## config.mk

```make
export PLATFORM = sky130hd
export DESIGN_NAME = mod_updown_counter
export DESIGN_NICKNAME = d
export VERILOG_FILES = /design/src/rtl/mod_updown_counter.sv
export SDC_FILE = /design/constraint.sdc
export NUM_CORES = 1
export LEC_CHECK = 0
export BUFFER_PORTS_ARGS = -buffer_cell sky130_fd_sc_hd__buf_2
export CAP_MARGIN = 5
export CORE_MARGIN = 5
export CORE_UTILIZATION = 40
export DETAILED_ROUTE_END_ITERATION = 8
export HOLD_SLACK_MARGIN = 0.02
export PLACE_DENSITY = 0.65
export SLEW_MARGIN = 20
export SYNTH_ARGS = -nofsm -noshare
export SYNTH_HDL_FRONTEND = slang
export SYNTH_SLANG_ARGS = --single-unit
```

## constraint.sdc

```tcl
create_clock -name clk -period 1.9 [get_ports clk]
set_clock_uncertainty 0.2 [all_clocks]
set_input_delay 0.19 -clock clk [delete_from_list [all_inputs] [get_ports clk]]
set_output_delay 0.19 -clock clk [all_outputs]
set_load 0.02 [all_outputs]
```

## src/rtl/mod_updown_counter.sv

```systemverilog
// Parametrised synchronous up/down counter: wrap or saturate, clamped load, terminal-count pulse and sticky overflow.
// Optional step prescaler is built only when CNT_PRESCALE_EN is defined.
module mod_updown_counter #(
    parameter int              WIDTH    = 8,
    parameter logic [WIDTH-1:0] MAX_VAL = {WIDTH{1'b1}},
    parameter bit              SATURATE = 1'b0,
    parameter int              PRESCALE = 4
) (
    input  logic             clk,
    input  logic             reset_n,
    input  logic             en,
    input  logic             up,
    input  logic             clr,
    input  logic             load,
    input  logic [WIDTH-1:0] load_val,
    input  logic             ovf_clr,
    output logic [WIDTH-1:0] count,
    output logic             tc,
    output logic             ovf,
    output logic             at_zero,
    output logic             at_max
);

    if (WIDTH < 1 || WIDTH > 32 || MAX_VAL == '0 || PRESCALE < 2) begin : g_bad_param
        $error("mod_updown_counter: illegal parameter combination");
    end

    logic [WIDTH-1:0] r_count;
    logic             r_tc;
    logic             r_ovf;
    logic [WIDTH-1:0] w_count_nxt;
    logic             w_tc_nxt;
    logic             w_ovf_nxt;
    logic             w_step;
    logic             w_at_zero;
    logic             w_at_max;
    logic             w_term;

    function automatic logic [WIDTH-1:0] clamp_load(input logic [WIDTH-1:0] val);
        if (val > MAX_VAL) begin
            return MAX_VAL;
        end else begin
            return val;
        end
    endfunction

`ifdef CNT_PRESCALE_EN
    localparam int             PS_W    = $clog2(PRESCALE);
    localparam logic [PS_W-1:0] PS_LAST = PS_W'(PRESCALE - 1);

    logic [PS_W-1:0] r_ps;

    assign w_step = en && (r_ps == PS_LAST);

    // Prescaler: advances only while enabled, restarts on clear/load/reset.
    always_ff @(posedge clk) begin
        if (!reset_n) begin
            r_ps <= '0;
        end else if (clr || load) begin
            r_ps <= '0;
        end else if (en) begin
            if (r_ps == PS_LAST) begin
                r_ps <= '0;
            end else begin
                r_ps <= r_ps + 1'b1;
            end
        end else begin
            r_ps <= r_ps;
        end
    end
`else
    assign w_step = en;
`endif

    // Compares stay in WIDTH bits so MAX_VAL = all-ones cannot overflow.
    assign w_at_zero = (r_count == '0);
    assign w_at_max  = (r_count == MAX_VAL);
    assign w_term    = up ? w_at_max : w_at_zero;

    // Next-state selection in priority order clr > load > step > hold.
    always_comb begin
        w_count_nxt = r_count;
        w_tc_nxt    = 1'b0;
        w_ovf_nxt   = r_ovf;
        if (clr) begin
            w_count_nxt = '0;
        end else if (load) begin
            w_count_nxt = clamp_load(load_val);
        end else if (w_step) begin
            if (w_term) begin
                w_tc_nxt = 1'b1;
                if (SATURATE) begin
                    w_count_nxt = r_count;
                end else if (up) begin
                    w_count_nxt = '0;
                end else begin
                    w_count_nxt = MAX_VAL;
                end
            end else if (up) begin
                w_count_nxt = r_count + 1'b1;
            end else begin
                w_count_nxt = r_count - 1'b1;
            end
        end else begin
            w_count_nxt = r_count;
        end
        // A terminal event outranks a simultaneous ovf_clr.
        if (w_tc_nxt) begin
            w_ovf_nxt = 1'b1;
        end else if (ovf_clr) begin
            w_ovf_nxt = 1'b0;
        end else begin
            w_ovf_nxt = r_ovf;
        end
    end

    // State registers with synchronous active-low reset.
    always_ff @(posedge clk) begin
        if (!reset_n) begin
            r_count <= '0;
            r_tc    <= 1'b0;
            r_ovf   <= 1'b0;
        end else begin
            r_count <= w_count_nxt;
            r_tc    <= w_tc_nxt;
            r_ovf   <= w_ovf_nxt;
        end
    end

    assign count   = r_count;
    assign tc      = r_tc;
    assign ovf     = r_ovf;
    assign at_zero = w_at_zero;
    assign at_max  = w_at_max;

endmodule

```

# Word level (Yosys, flattened, before mapping)
# Cells that the tools add are included.
# op_classes
div_mod_pow	0
muxes	13
shifts	0
multipliers	0
bitwise_logic	1
n_lt_le_gt_ge	1
eq_ne	1
addsub	2
reduce_logical	4
# ops
operator	count
8-bit two-way mux	6
8-bit by 1-bit adder with 8-bit output (second input constant)	1
8-bit equality test (second input constant)	1
8-bit greater-than comparator (second input constant)	1
8-bit zero test	1
8-bit by 1-bit subtractor with 8-bit output (second input constant)	1
1-bit two-way mux	7
2-bit nonzero test	2
2-bit OR reduction	1
1-bit inverter	1
# word_totals
out_inout_bits	12
wordCells	25
latchBits	0
n_memories	0
in_bits	15
regBits	10
ram_bits	0
romBits	0

# Logic depth before layout (Yosys ltp)
# logic_depth
ltp_word	7
ltp_mapped	8
depth_no_buf	8

# Worst setup path after synthesis
# No wires, ideal clock.
# synth_timing
kind	register -> register
from	reg r_count[4], in the netlist count[4]
to	reg r_count[7], in the netlist count[7]
t_arrival_ns	1.872
synth_period_minus_slack_ns	2.189
path_slack_ns	-0.289
setup_ns	0.117
stages_incl_launch_ff	8
path_buffers	0
t_required_ns	1.583
cell_sequence	dfxtp_1 > ha_1 > a21o_1 > a31o_1 > o21ai_1 > or3b_1 > a21oi_2 > nor3_2
# synth_via
elab_chain_cells	5
word_cells_on_any_way	9
cone_classes	2 x add/sub; 1 x eq/ne; 5 x mux; 1 x reduce/logical
# synth_rtl
item	line	text
start, declared	28	logic [WIDTH-1:0] r_count;
start signal, assigned	124	r_count <= w_count_nxt;
8-bit by 1-bit subtractor with 8-bit output (tied with other cells)	102	w_count_nxt = r_count - 1'b1;
8-bit two-way mux / 1-bit two-way mux (equally long branches)	99, 78	
8-bit two-way mux *	90	if (w_term) begin
8-bit two-way mux *	89	end else if (w_step) begin
8-bit two-way mux *	87	end else if (load) begin
# Every way passes the cells marked *; elsewhere a longest branch is shown, timed or not. The select of a mux whose other input is x is not followed.
# A chain may end at the register's enable or synchronous reset.

# Final worst setup path
# Ends and elaborated chain as after synthesis.

==> metrics <==
mapped cell area 795 µm²; Largest stage delay, worst path approximately 380 ps; crit path DAT between 1500 and 2000 ps; root buf cell clkbuf_4; P per Cell Area ~510 nW/µm²; adder-cell share of the synthesized area 12.0%; power share of the clock group 23.7%; worst hold path class input port to register; DRT iter0 DRCs 20; Synth Area in Compound Gates a little under a quarter; vias in the first global route 887; critical path startpoint category register; Syn Nets 125; most common cell after layout, fill and taps aside buf_2; RSZ-0062 raised after global routing true; dpl hpwl around 1900 µm; DIE WIDTH approximately 55 µm; via count 928; final number of setup-violating endpoints 3; Congestion Overflow GR 0; worst hold path startpoint load_val[7]; CP Capture Type register; GR Util All Layers 18.6%; Final min period about 2000 ps; average wire per standard cell between 10 and 15 µm; Routed Antenna Nets 0; FF-to-FF Start count[4]; deepest clock path buffer count 2; Synth area leader dfxtp_1; IO Port Bufs 26; Crit path max-delay family compound AO/OA/AOI/OAI gates; via/cell ratio 5.24; Yosys top cell area share 25.2%; mux contribution to synthesized area 0%; switch share 33.8%; final hold viol count 0; largest family of logic cells by synthesized area simple AND/OR/NAND/NOR gates; largest cells by area after synthesis dfxtp_1, a21oi_1, ha_1; die area a little under 3000 µm²; global-route wire length before repair 3910 µm; iteration count of the initial detailed-routing pass 4; Max H-tree Level 1; Post-Synth XOR/XNOR Area under 10%; Synth Instances about 100; worst-skew pair later-pin latency around 260 ps; CP Max Fanout 4; TritonCTS clock tree built; ant diodes 0; worst-margin pin slew around 300 ps; largest net degree at the start of global routing 19; Final WS setup -93.7 ps; cell chain of the critical path ha_4 > a21o_1 > a31o_1 > o21ai_1 > or3b_1 > a21oi_2 > nor3_2; Post-synth EDFFs 0; sequential share of power ~37%; worst rel slew slack about four fifths; core outline area ~1900 µm²; worst hold slack between 30 and 40 ps; Critical Path Source count[4]; Ys Warns 0; Critical Path RT 1860 ps; I/O pins 27; initial antenna violation count 0; Site Rows 16; sequential element share of the synthesized area between 20% and 30%; dpl ws -394 ps; Power Internal a little over 0.0004 W; routed wire length 2380 µm; layout cells sized above 1 between 40% and 50%; syn avg cell area between 7 and 8 µm²; peak supply drop about 0.43 mV; Fin Setup TNS -145 ps; die height 54.6 µm; Max-cap violations 0; post-CTS setup buffer count 0; Cell Area, Placed around 1100 µm²; Clock Pin Slew Worst Setup and Hold Paths approximately 70 ps; dpl cells 170; NetSw around 0.00021 W; nets between 150 and 200; final period utilization 105%; critical path's slowest cell or3b_1; f_max roughly 0.5 GHz; Bufs and invs on worst path 0; fin area between 1000 and 1500 µm²; Yosys cell types 32; leak pwr 0.562 nW; Starting Density between 40% and 50%; drt drc 0; Combinational Power Share roughly two fifths; ys async rst share 0%; Sink Count 10; most frequent cells in the layout buf_2, buf_4, nor2_1, a21oi_1, nor3_1; Crit Path Class register to register; final std cells w/o fill between 150 and 200; gpl congestion roughly 0.89; #FFs+latches synth 10; cts bufs inserted 3; violated checks negative setup slack; Max Slew Vio Count 0; simple-gate share of the synthesized area between 20% and 30%; outcome finished with violations; Primary FF master, synth dfxtp_1; Layout area overhead 51.5%
[path summary, 6_finish.rpt]
path / depth (start not counted) / end / slack (ps)
worst max-delay path: 7 / count[7] / -90
worst min-delay path: 3 / count[7] / 40
worst max register to register: 7 / count[7] / -90
worst min register to register: 1 / ovf / 300
[logic make-up (layout without fill, tap and decap cells)]
| logic type | count (synthesis) | after routing |
|---|---|---|
| compound gates | 31 | 31 |
| buf+inv | 8 | 55 |
| xor+xnor | 6 | 6 |
| flops | 10 | 10 |
| fa+ha+maj | 7 | 7 |
| simple gates | 41 | 41 |
[power by group through the flow]
stage	Sequential, W	Clock [W]	Combinational (W)
4_1_cts	0.000229	0.000150	0.000231
6_report	0.000229	0.000146	0.000242
3_5_place_dp	0.000233	0	0.000222
3_3_place_gp	0.000233	0	0.000217
2_1_floorplan	0.000247	0	0.000129
5_1_grt	0.000229	0.000161	0.000266
[worst reg2reg max path: stages, from the launching register on]
cell and delay (ps):
dfxtp_2 340, ha_4 250, a21o_1 180, a31o_1 250, o21ai_1 120, or3b_1 380, a21oi_2 150, nor3_2 40
[final cells by class]
cell class              instances  area [µm²]
multi-input cells              85         609
repair buffers                 48         307
inverters                       3        15.0
fillers                       184         718
clock buffers                   3        22.5
repair inverters                1        7.51
flip-flops and latches         10         209
well taps                      27        33.8
[flip-flops by register name, summed over array words and instances (netlist names)]
register and flops:
count 8, ovf 1, tc 1
[synth_stat cells (2+ instances only)]
| master | count |
|---|---|
| nor2_1 | 18 |
| a21o_1 | 2 |
| xnor2_1 | 4 |
| nor4_1 | 2 |
| dfxtp_1 | 10 |
| nand4_1 | 3 |
| ha_1 | 6 |
| nand2_1 | 3 |
| a21oi_1 | 19 |
| nor3_1 | 7 |
| inv_1 | 3 |
| nand3_1 | 2 |
| or3b_1 | 2 |
| xor2_1 | 2 |
| o21ai_0 | 2 |
| clkbuf_1 | 2 |
[layer usage]
metal	up-vias	track usage [%]	part of all wire, %
met3	2	4.09	5.9
li1	467	-	-
met2	26	31.3	49
met1	433	22.5	45
met5	-	0	0
met4	0	7.88	0.29
[stage by stage]
stage	util [%]	total power [W]
2_1_floorplan	-	0.000376
3_3_place_gp	57.7	0.000450
3_5_place_dp	57.7	0.000456
4_1_cts	60.7	0.000610
5_1_grt	62.6	0.000656
6_report	62.6	0.000617
[repair_timing]
item | CTS | global route
setup endpoints to repair | 3 | 8
hold buffers | 3 | 0
pin swaps | 1 | 7
resized for setup | 0 | 12
cloned | 1 | 0
endpoints found under the hold margin | 2 | 0
Power figures use the tool's default switching activity.
